### src/rtl/reg_wb_sequencer_if.sv
// Token handshake and register-file write port of the write-back sequencer.
// The sequencer takes the slave modport; the producer/datapath side takes master.
interface reg_wb_sequencer_if #(
  parameter int unsigned DW = 8,
  parameter int unsigned AW = 3
);
  logic          in_valid;
  logic          in_ready;
  logic [AW-1:0] in_addr;
  logic [DW-1:0] in_data;
  logic          wr_en;
  logic [AW-1:0] wr_addr;
  logic [DW-1:0] wr_dat;

  modport master (
    output in_valid, in_addr, in_data,
    input  in_ready,
    input  wr_en, wr_addr, wr_dat
  );

  modport slave (
    input  in_valid, in_addr, in_data,
    output in_ready,
    output wr_en, wr_addr, wr_dat
  );
endinterface

### src/rtl/reg_wb_sequencer.sv
// Write-back sequencer: buffers (addr, data) tokens and drains them onto the single register-file
// write port, zero-fills the file after reset or on request, and flags read-after-write hazards.
module reg_wb_sequencer #(
  parameter int unsigned DW    = 8,
  parameter int unsigned AW    = 3,
  parameter int unsigned DEPTH = 4
) (
  input  logic                 clk,
  input  logic                 rst_n,
  reg_wb_sequencer_if.slave    bus,
  input  logic                 clr_req,
  input  logic                 wr_hold,
  input  logic [AW-1:0]        rd_addrA,
  input  logic [AW-1:0]        rd_addrB,
  output logic                 hazA,
  output logic                 hazB,
  output logic                 busy
);

  localparam int unsigned PW = $clog2(DEPTH);
  localparam int unsigned CW = PW + 1;
  localparam logic [AW-1:0] CntLast = '1;

  typedef enum logic [0:0] {StClear, StRun} state_e;

  state_e        state_q, state_d;
  logic [AW-1:0] cnt_q, cnt_d;
  logic          clr_pend_q, clr_pend_d;
  logic          wr_en_q, wr_en_d;
  logic [AW-1:0] wr_addr_q, wr_addr_d;
  logic [DW-1:0] wr_dat_q, wr_dat_d;

  logic [PW-1:0] wptr_q, rptr_q;
  logic [CW-1:0] count_q;
  logic [AW-1:0] fifo_addr [DEPTH];
  logic [DW-1:0] fifo_data [DEPTH];

  logic empty, full, push, pop, in_ready;

  assign empty    = (count_q == '0);
  assign full     = (count_q == CW'(DEPTH));
  assign in_ready = (state_q == StRun) && !clr_pend_q && !full;
  assign push     = bus.in_valid && in_ready;

  assign bus.in_ready = in_ready;
  assign bus.wr_en    = wr_en_q;
  assign bus.wr_addr  = wr_addr_q;
  assign bus.wr_dat   = wr_dat_q;

  always_ff @(posedge clk or negedge rst_n) begin
    if (!rst_n) begin
      state_q <= StClear;
    end else begin
      state_q <= state_d;
    end
  end

  always_comb begin
    state_d = state_q;
    unique case (state_q)
      StClear: if (!wr_hold && cnt_q == CntLast) state_d = StRun;
      StRun:   if (clr_pend_q && empty) state_d = StClear;
      default: state_d = StClear;
    endcase
  end

  // Write-port loads, clear counter and pending-clear flag; wr_addr/wr_dat hold when idle.
  always_comb begin
    cnt_d      = cnt_q;
    clr_pend_d = clr_pend_q;
    wr_en_d    = 1'b0;
    wr_addr_d  = wr_addr_q;
    wr_dat_d   = wr_dat_q;
    pop        = 1'b0;
    unique case (state_q)
      StClear: begin
        if (!wr_hold) begin
          wr_en_d   = 1'b1;
          wr_addr_d = cnt_q;
          wr_dat_d  = '0;
          cnt_d     = cnt_q + AW'(1);
        end
      end
      StRun: begin
        if (clr_pend_q && empty) begin
          cnt_d      = '0;
          clr_pend_d = 1'b0;
        end else begin
          if (clr_req) clr_pend_d = 1'b1;
          if (!wr_hold && !empty) begin
            pop       = 1'b1;
            wr_en_d   = 1'b1;
            wr_addr_d = fifo_addr[rptr_q];
            wr_dat_d  = fifo_data[rptr_q];
          end
        end
      end
      default: ;
    endcase
  end

  always_ff @(posedge clk or negedge rst_n) begin
    if (!rst_n) begin
      cnt_q      <= '0;
      clr_pend_q <= 1'b0;
      wr_en_q    <= 1'b0;
      wr_addr_q  <= '0;
      wr_dat_q   <= '0;
      wptr_q     <= '0;
      rptr_q     <= '0;
      count_q    <= '0;
    end else begin
      cnt_q      <= cnt_d;
      clr_pend_q <= clr_pend_d;
      wr_en_q    <= wr_en_d;
      wr_addr_q  <= wr_addr_d;
      wr_dat_q   <= wr_dat_d;
      if (push) wptr_q <= wptr_q + PW'(1);
      if (pop)  rptr_q <= rptr_q + PW'(1);
      count_q <= count_q + CW'(push) - CW'(pop);
    end
  end

  // Storage needs no reset: entries are only read while counted as valid.
  always_ff @(posedge clk) begin
    if (push) begin
      fifo_addr[wptr_q] <= bus.in_addr;
      fifo_data[wptr_q] <= bus.in_data;
    end
  end

  always_comb begin
    hazA = (state_q == StClear) || (wr_en_q && wr_addr_q == rd_addrA);
    hazB = (state_q == StClear) || (wr_en_q && wr_addr_q == rd_addrB);
    for (int unsigned i = 0; i < DEPTH; i++) begin
      if (CW'(i) < count_q) begin
        if (fifo_addr[rptr_q + PW'(i)] == rd_addrA) hazA = 1'b1;
        if (fifo_addr[rptr_q + PW'(i)] == rd_addrB) hazB = 1'b1;
      end
    end
  end

  assign busy = (state_q == StClear) || clr_pend_q || !empty || wr_en_q;

endmodule

### src/flat_wrapper.sv
// flat-port wrapper written by rule: the top's interface ports become plain ports
module reg_wb_sequencer_flat 
#(
  parameter int unsigned DW    = 8,
  parameter int unsigned AW    = 3,
  parameter int unsigned DEPTH = 4
)
  (clk, rst_n, clr_req, wr_hold, rd_addrA, rd_addrB, hazA, hazB, busy, bus_in_valid, bus_in_addr, bus_in_data, bus_in_ready, bus_wr_en, bus_wr_addr, bus_wr_dat);
  reg_wb_sequencer_if #(.DW(DW), .AW(AW)) bus_i ();
  input  logic clk;
  input  logic rst_n;
  input  logic clr_req;
  input  logic wr_hold;
  input  logic [AW-1:0] rd_addrA;
  input  logic [AW-1:0] rd_addrB;
  output logic hazA;
  output logic hazB;
  output logic busy;
  input wire logic [$bits(bus_i.in_valid)-1:0] bus_in_valid;
  input wire logic [$bits(bus_i.in_addr)-1:0] bus_in_addr;
  input wire logic [$bits(bus_i.in_data)-1:0] bus_in_data;
  output wire logic [$bits(bus_i.in_ready)-1:0] bus_in_ready;
  output wire logic [$bits(bus_i.wr_en)-1:0] bus_wr_en;
  output wire logic [$bits(bus_i.wr_addr)-1:0] bus_wr_addr;
  output wire logic [$bits(bus_i.wr_dat)-1:0] bus_wr_dat;
  assign bus_i.in_valid = bus_in_valid;
  assign bus_i.in_addr = bus_in_addr;
  assign bus_i.in_data = bus_in_data;
  assign bus_in_ready = bus_i.in_ready;
  assign bus_wr_en = bus_i.wr_en;
  assign bus_wr_addr = bus_i.wr_addr;
  assign bus_wr_dat = bus_i.wr_dat;
  reg_wb_sequencer #(.DW(DW), .AW(AW), .DEPTH(DEPTH)) u_core (.clk(clk), .rst_n(rst_n), .bus(bus_i), .clr_req(clr_req), .wr_hold(wr_hold), .rd_addrA(rd_addrA), .rd_addrB(rd_addrB), .hazA(hazA), .hazB(hazB), .busy(busy));
endmodule
### config.mk
export PLATFORM = sky130hd
export DESIGN_NAME = reg_wb_sequencer_flat
export DESIGN_NICKNAME = d
export VERILOG_FILES = /design/src/rtl/reg_wb_sequencer_if.sv /design/src/rtl/reg_wb_sequencer.sv /design/src/flat_wrapper.sv
export SDC_FILE = /design/constraint.sdc
export NUM_CORES = 1
export LEC_CHECK = 0
export CORE_MARGIN = 2
export CORE_UTILIZATION = 50
export DETAILED_ROUTE_END_ITERATION = 16
export PLACE_DENSITY = 0.87
export SYNTH_ARGS = -nofsm -noshare
export SYNTH_HDL_FRONTEND = slang
export SYNTH_SLANG_ARGS = --single-unit
### constraint.sdc
create_clock -name clk -period 2.2 [get_ports clk]
set_input_delay 0.44 -clock clk [delete_from_list [all_inputs] [get_ports clk]]
set_output_delay 0.44 -clock clk [all_outputs]
set_load 0.005 [all_outputs]
After elaboration in Yosys (flattened, before gate mapping)
Memory sizes are Yosys's and may differ from the RTL's.
Index checks and enable logic that the tools add are counted.
{"block": "totals", "register_bits": 24, "latch_bits": 0, "ram_bits": 44, "mem_bits_ro": 0, "out_inout_bits": 16, "elab_cells": 100, "memories": 2}
{"block": "classes", "addsub": 7, "mul": 0, "div": 0, "order_cmp": 4, "n_eq_ne": 16, "shift": 0, "mux": 39, "bitwise_logic": 1, "reduce_logical": 22}
{"memory": "u_core.fifo_data", "words": 4, "word_bits": 8, "read_ports": 1, "rd_ports_with_merged_regs": 0, "wr": 1, "line_no": "reg_wb_sequencer.sv:36", "text": "logic [DW-1:0] fifo_data [DEPTH];"}
{"memory": "u_core.fifo_addr", "words": 4, "word_bits": 3, "read_ports": 4, "rd_ports_with_merged_regs": 0, "wr": 1, "line_no": "reg_wb_sequencer.sv:35", "text": "logic [AW-1:0] fifo_addr [DEPTH];"}
{"cell": "$eq 3x3->1", "n": 10}
{"cell": "$mux 1", "n": 26}
{"cell": "$mux 8", "n": 3}
{"cell": "$pmux 8 s2", "n": 1}
{"cell": "$mux 3", "n": 5}
{"cell": "$pmux 3 s2", "n": 2}
{"cell": "$logic_and 1x1->1", "n": 8}
{"cell": "$ne 2x2->1 const B", "n": 4}
{"cell": "$eq 3x3->1 const B", "n": 2}
{"cell": "$lt 1x3->1 const A", "n": 2}
{"cell": "$lt 2x3->1 const A", "n": 2}
{"cell": "$logic_or 1x1->1", "n": 5}
{"cell": "$add 2x1->2 const B", "n": 2}
{"cell": "$add 2x2->2 const B", "n": 2}
{"cell": "$logic_not 1->1", "n": 4}
{"cell": "$pmux 1 s2", "n": 2}
{"cell": "$reduce_and 2->1", "n": 2}
{"cell": "$add 3x1->3", "n": 1}
{"cell": "$add 3x1->3 const B", "n": 1}
{"cell": "$logic_not 3->1", "n": 1}
{"cell": "$reduce_and 3->1", "n": 1}
{"cell": "$sub 3x1->3", "n": 1}
{"cell": "$reduce_bool 2->1", "n": 1}
{"cell": "$not 1->1", "n": 1}

Longest topological paths before layout
{"block": "logic_depth", "ltp_word": 11, "mapped_depth": 8, "depth_no_buf": 7}

Worst setup path after synthesis
No wires, ideal clock.
{"block": "synth_path", "path_type": "flip-flop to output port", "from": "register u_core.rptr_q[0]", "to": "output port hazA", "arrival_time_ns": 1.709, "t_required_ns": 1.760, "setup_slack_ns": 0.051, "path_stages_with_launch": 5, "path_buffers": 0, "path_cell_list": "dfrtp_1 -> mux4_2 -> xor2_1 -> or4_1 -> nand4_1"}
{"block": "synth_via", "elab_chain_cells": 10, "elab_cells_between_ends": 16, "classes_between": "3 x add/sub; 4 x eq/ne; 8 x mux; 1 x memory"}
{"item": "start: declaration", "line_no": "reg_wb_sequencer.sv:33", "text": "logic [PW-1:0] wptr_q, rptr_q;"}
{"item": "start signal: assignment", "line_no": "reg_wb_sequencer.sv:119", "text": "if (pop) rptr_q <= rptr_q + PW'(1);"}
{"item": "$mem_v2 4x3 (*)"}
{"item": "$eq 3x3->1", "line_no": "reg_wb_sequencer.sv:137", "text": "if (fifo_addr[rptr_q + PW'(i)] == rd_addrA) hazA = 1'b1;"}
{"item": "$mux 1", "line_no": "reg_wb_sequencer.sv:137"}
{"item": "$mux 1", "line_no": "reg_wb_sequencer.sv:136", "text": "if (CW'(i) < count_q) begin"}
{"item": "$mux 1", "line_no": "reg_wb_sequencer.sv:137"}
{"item": "$mux 1", "line_no": "reg_wb_sequencer.sv:136"}
{"item": "$mux 1", "line_no": "reg_wb_sequencer.sv:137"}
{"item": "$mux 1", "line_no": "reg_wb_sequencer.sv:136"}
{"item": "$mux 1", "line_no": "reg_wb_sequencer.sv:137"}
{"item": "$mux 1 (*)", "line_no": "reg_wb_sequencer.sv:136"}
{"item": "end: declaration", "line_no": "flat_wrapper.sv:16", "text": "output logic hazA;"}
Every way passes the cells marked *; elsewhere a longest branch is shown, timed or not.

Final worst setup path
Same ends and word-level chain as after synthesis.

==> flow_metrics.tcl <==
set metrics [dict create \
    status "finished, violations left" \
    failed_checks "negative setup slack" \
    grt_max_degree 25 \
    die_w_microns 85.3 \
    final-hold-violation-count 0 \
    grt_pass1_wl_mm 11.0 \
    cts-root-buf "clkbuf_8" \
    power_leakage_nw 1.74 \
    diodes 0 \
    drv_slew 0 \
    final_cells 388 \
    dpl.cell_count 363 \
    dieArea_sq_um 7270 \
    drt_first_iter_violations 129 \
    viasPerCell 5.45 \
    finClkSkew_ns 0.0108 \
    io_pins 38 \
    nNetsFinal 339 \
    ys_ff_latch 68 \
    finalSetupTns_ns -0.977 \
    fmax_mhz 369 \
    cts_max_path_buffers 2 \
    finalWirelength_mm 6.76 \
    numPortBuffers 37 \
    fin_crit_ns 2.71 \
    synth_seq_area_share 0.582 \
    rsz0062_at_grt "yes" \
    die_y_microns 85.3 \
    first_global_vias 2251 \
    insertion_delay_ns 0.35 \
    wl_per_cell_microns 17.4 \
    syn_avg_cell_area_sq_um 15.3 \
    cts-buffers-inserted 9 \
    drtPass1Iterations 6 \
    hold_slack_ns 0.458 \
    hp-class "in -> async" \
    gr-total-overflow 0 \
    clk_pin_slew_ns 0.09 \
    drive_above_1_share 0.322 \
    vias 2113 \
    final_common_cell "buf_4" \
    synthToLayoutAreaGrowth_pct 32.4 \
    setup_slack_ns -0.508 \
    cp-start-kind "register" \
    setup_viol 2 \
    synth_edf_count 44 \
    rows 29 \
    yosysWarningCount 0 \
    track_usage 0.203 \
    mostFrequentLayoutCells "51 x buf_4, 44 x edfxtp_1, 33 x clkdlybuf4s50_1" \
    drc 0 \
    cts_tree "built" \
    ys.flop_type "edfxtp_1" \
    core_sq_um 6390 \
    drv_cap 0 \
    htree_levels 3 \
    crit_arrival_ns 2.27 \
    worstSetupEndpointType "primary output" \
    initial_utilization 0.517 \
    irDropWorstVdd_mv 0.802 \
    timing.final.crit_share 1.23 \
    antenna_found_initial 0 \
    slew_headroom 0.647 \
    power_density_nw_per_um2 1140 \
    netlist-cell-type-count 33 \
    hold_buffers 0 \
    synthCells 216 \
    place_congestion 0.857 \
    synth_nets 249 \
    cts.sinks 68 \
    hpwl_mm 4.88 \
    path_max_fanout 5 \
    worst_slew_pin_slew_ns 0.524 \
    syn_area_sq_um 3300 \
    critical_path_class "reg -> out" \
    antenna_left 0 \
    worstPathRequired_ns 1.76 \
    async_flop_share 0.353 \
]
-- cell usage after synthesis (all sizes together), types with 2 or more instances --
master / instances / area share
or4: 2 / 0.0045
dfrtp: 24 / 0.18
o41ai: 2 / 0.0053
nor2: 4 / 0.0045
mux2i: 4 / 0.012
inv: 10 / 0.011
a41oi: 2 / 0.0053
xor2: 14 / 0.037
clkbuf: 8 / 0.0091
ha: 10 / 0.038
nand2b: 2 / 0.0038
nand2: 8 / 0.0091
a22o: 8 / 0.021
and3: 4 / 0.0076
o21ai: 4 / 0.0061
nand4: 6 / 0.011
edfxtp: 44 / 0.40
mux4: 20 / 0.14
a21oi: 4 / 0.0061
buf: 5 / 0.0080
xnor2: 21 / 0.056
-- where the power goes --
part | switching, mW | total [mW] | internal (mW)
clock | 0.518 | 1.06 | 0.543
sequential | 0.196 | 1.77 | 1.57
combinational | 0.908 | 2.14 | 1.23
total | 1.62 | 4.97 | 3.35
-- cell families after synthesis --
logic type | share of synthesized area
AO/OA/AOI/OAI | 0.0504
XOR/XNOR | 0.0928
adder cells (fa/ha/maj) | 0.0440
buffers and inverters | 0.0284
flip-flops | 0.582
multiplexers | 0.152
AND/OR/NAND/NOR | 0.0504
-- timing repair --
item / CTS / global route
cloned: 0 / 0
endpoints found under the setup margin: 4 / 4
buffers inserted: 7 / 2
resized for setup: 17 / 5
pin swaps: 4 / 2
-- layer usage --
metal | up-vias | global-route usage | part of all wire
li1 | 995 | - | -
met1 | 1036 | 0.245 | 0.40
met2 | 71 | 0.348 | 0.54
met3 | 11 | 0.0574 | 0.047
met4 | 0 | 0.0779 | 0.019
met5 | - | 0 | 0
-- metrics by stage --
stage	util	total power [mW]	setup WS, ns	area [sq um]
after floorplan	-	3.04	0.0510	3300
after global placement	0.635	3.70	-0.574	4060
after detailed placement	0.635	3.75	-0.597	4060
after CTS	0.680	4.96	-0.529	4350
after global routing	0.684	5.28	-0.615	4370
final	0.684	4.97	-0.508	4370
-- state kept, by name, indices dropped and copies added (netlist names) --
signal              count
u_core.fifo_data       32
u_core.fifo_addr       12
u_core.bus.wr_dat       8
u_core.bus.wr_addr      3
u_core.cnt_q            3
u_core.count_q          3
u_core.rptr_q           2
u_core.wptr_q           2
u_core.bus.wr_en        1
u_core.clr_pend_q       1
u_core.state_q          1
-- worst max-delay path, cell delays in order (launching register included) --
cell	delay (ns)
dfrtp_2	0.43
buf_6	0.13
mux4_2	0.52
xor2_1	0.16
or4_1	0.49
nand4_1	0.09
buf_2	0.12
-- path summary, 6_finish.rpt --
check	start	endpoint	slack, ns	cells after the start
worst max-delay path	u_core.rptr_q[0]	hazA	-0.51	6
worst min-delay path	rst_n	u_core.cnt_q[2]	0.46	2
worst max register to register	u_core.count_q[1]	u_core.count_q[2]	0.17	9
worst min register to register	u_core.bus.wr_dat[1]	u_core.bus.wr_dat[1]	0.52	1
max in group asynchronous	rst_n	u_core.rptr_q[0]	1.46	2
min in group clk	u_core.bus.wr_dat[1]	u_core.bus.wr_dat[1]	0.52	1
-- layout make-up --
type	count	area, sq um
tap	77	96.3
clock inverter	7	82.6
clock buffer	9	124
sequential	68	1920
multi-input combinational	125	1320
timing repair buffer	92	786
inverter	10	37.5
fill	435	2020
No activity file was read; power rests on OpenSTA's default activity.
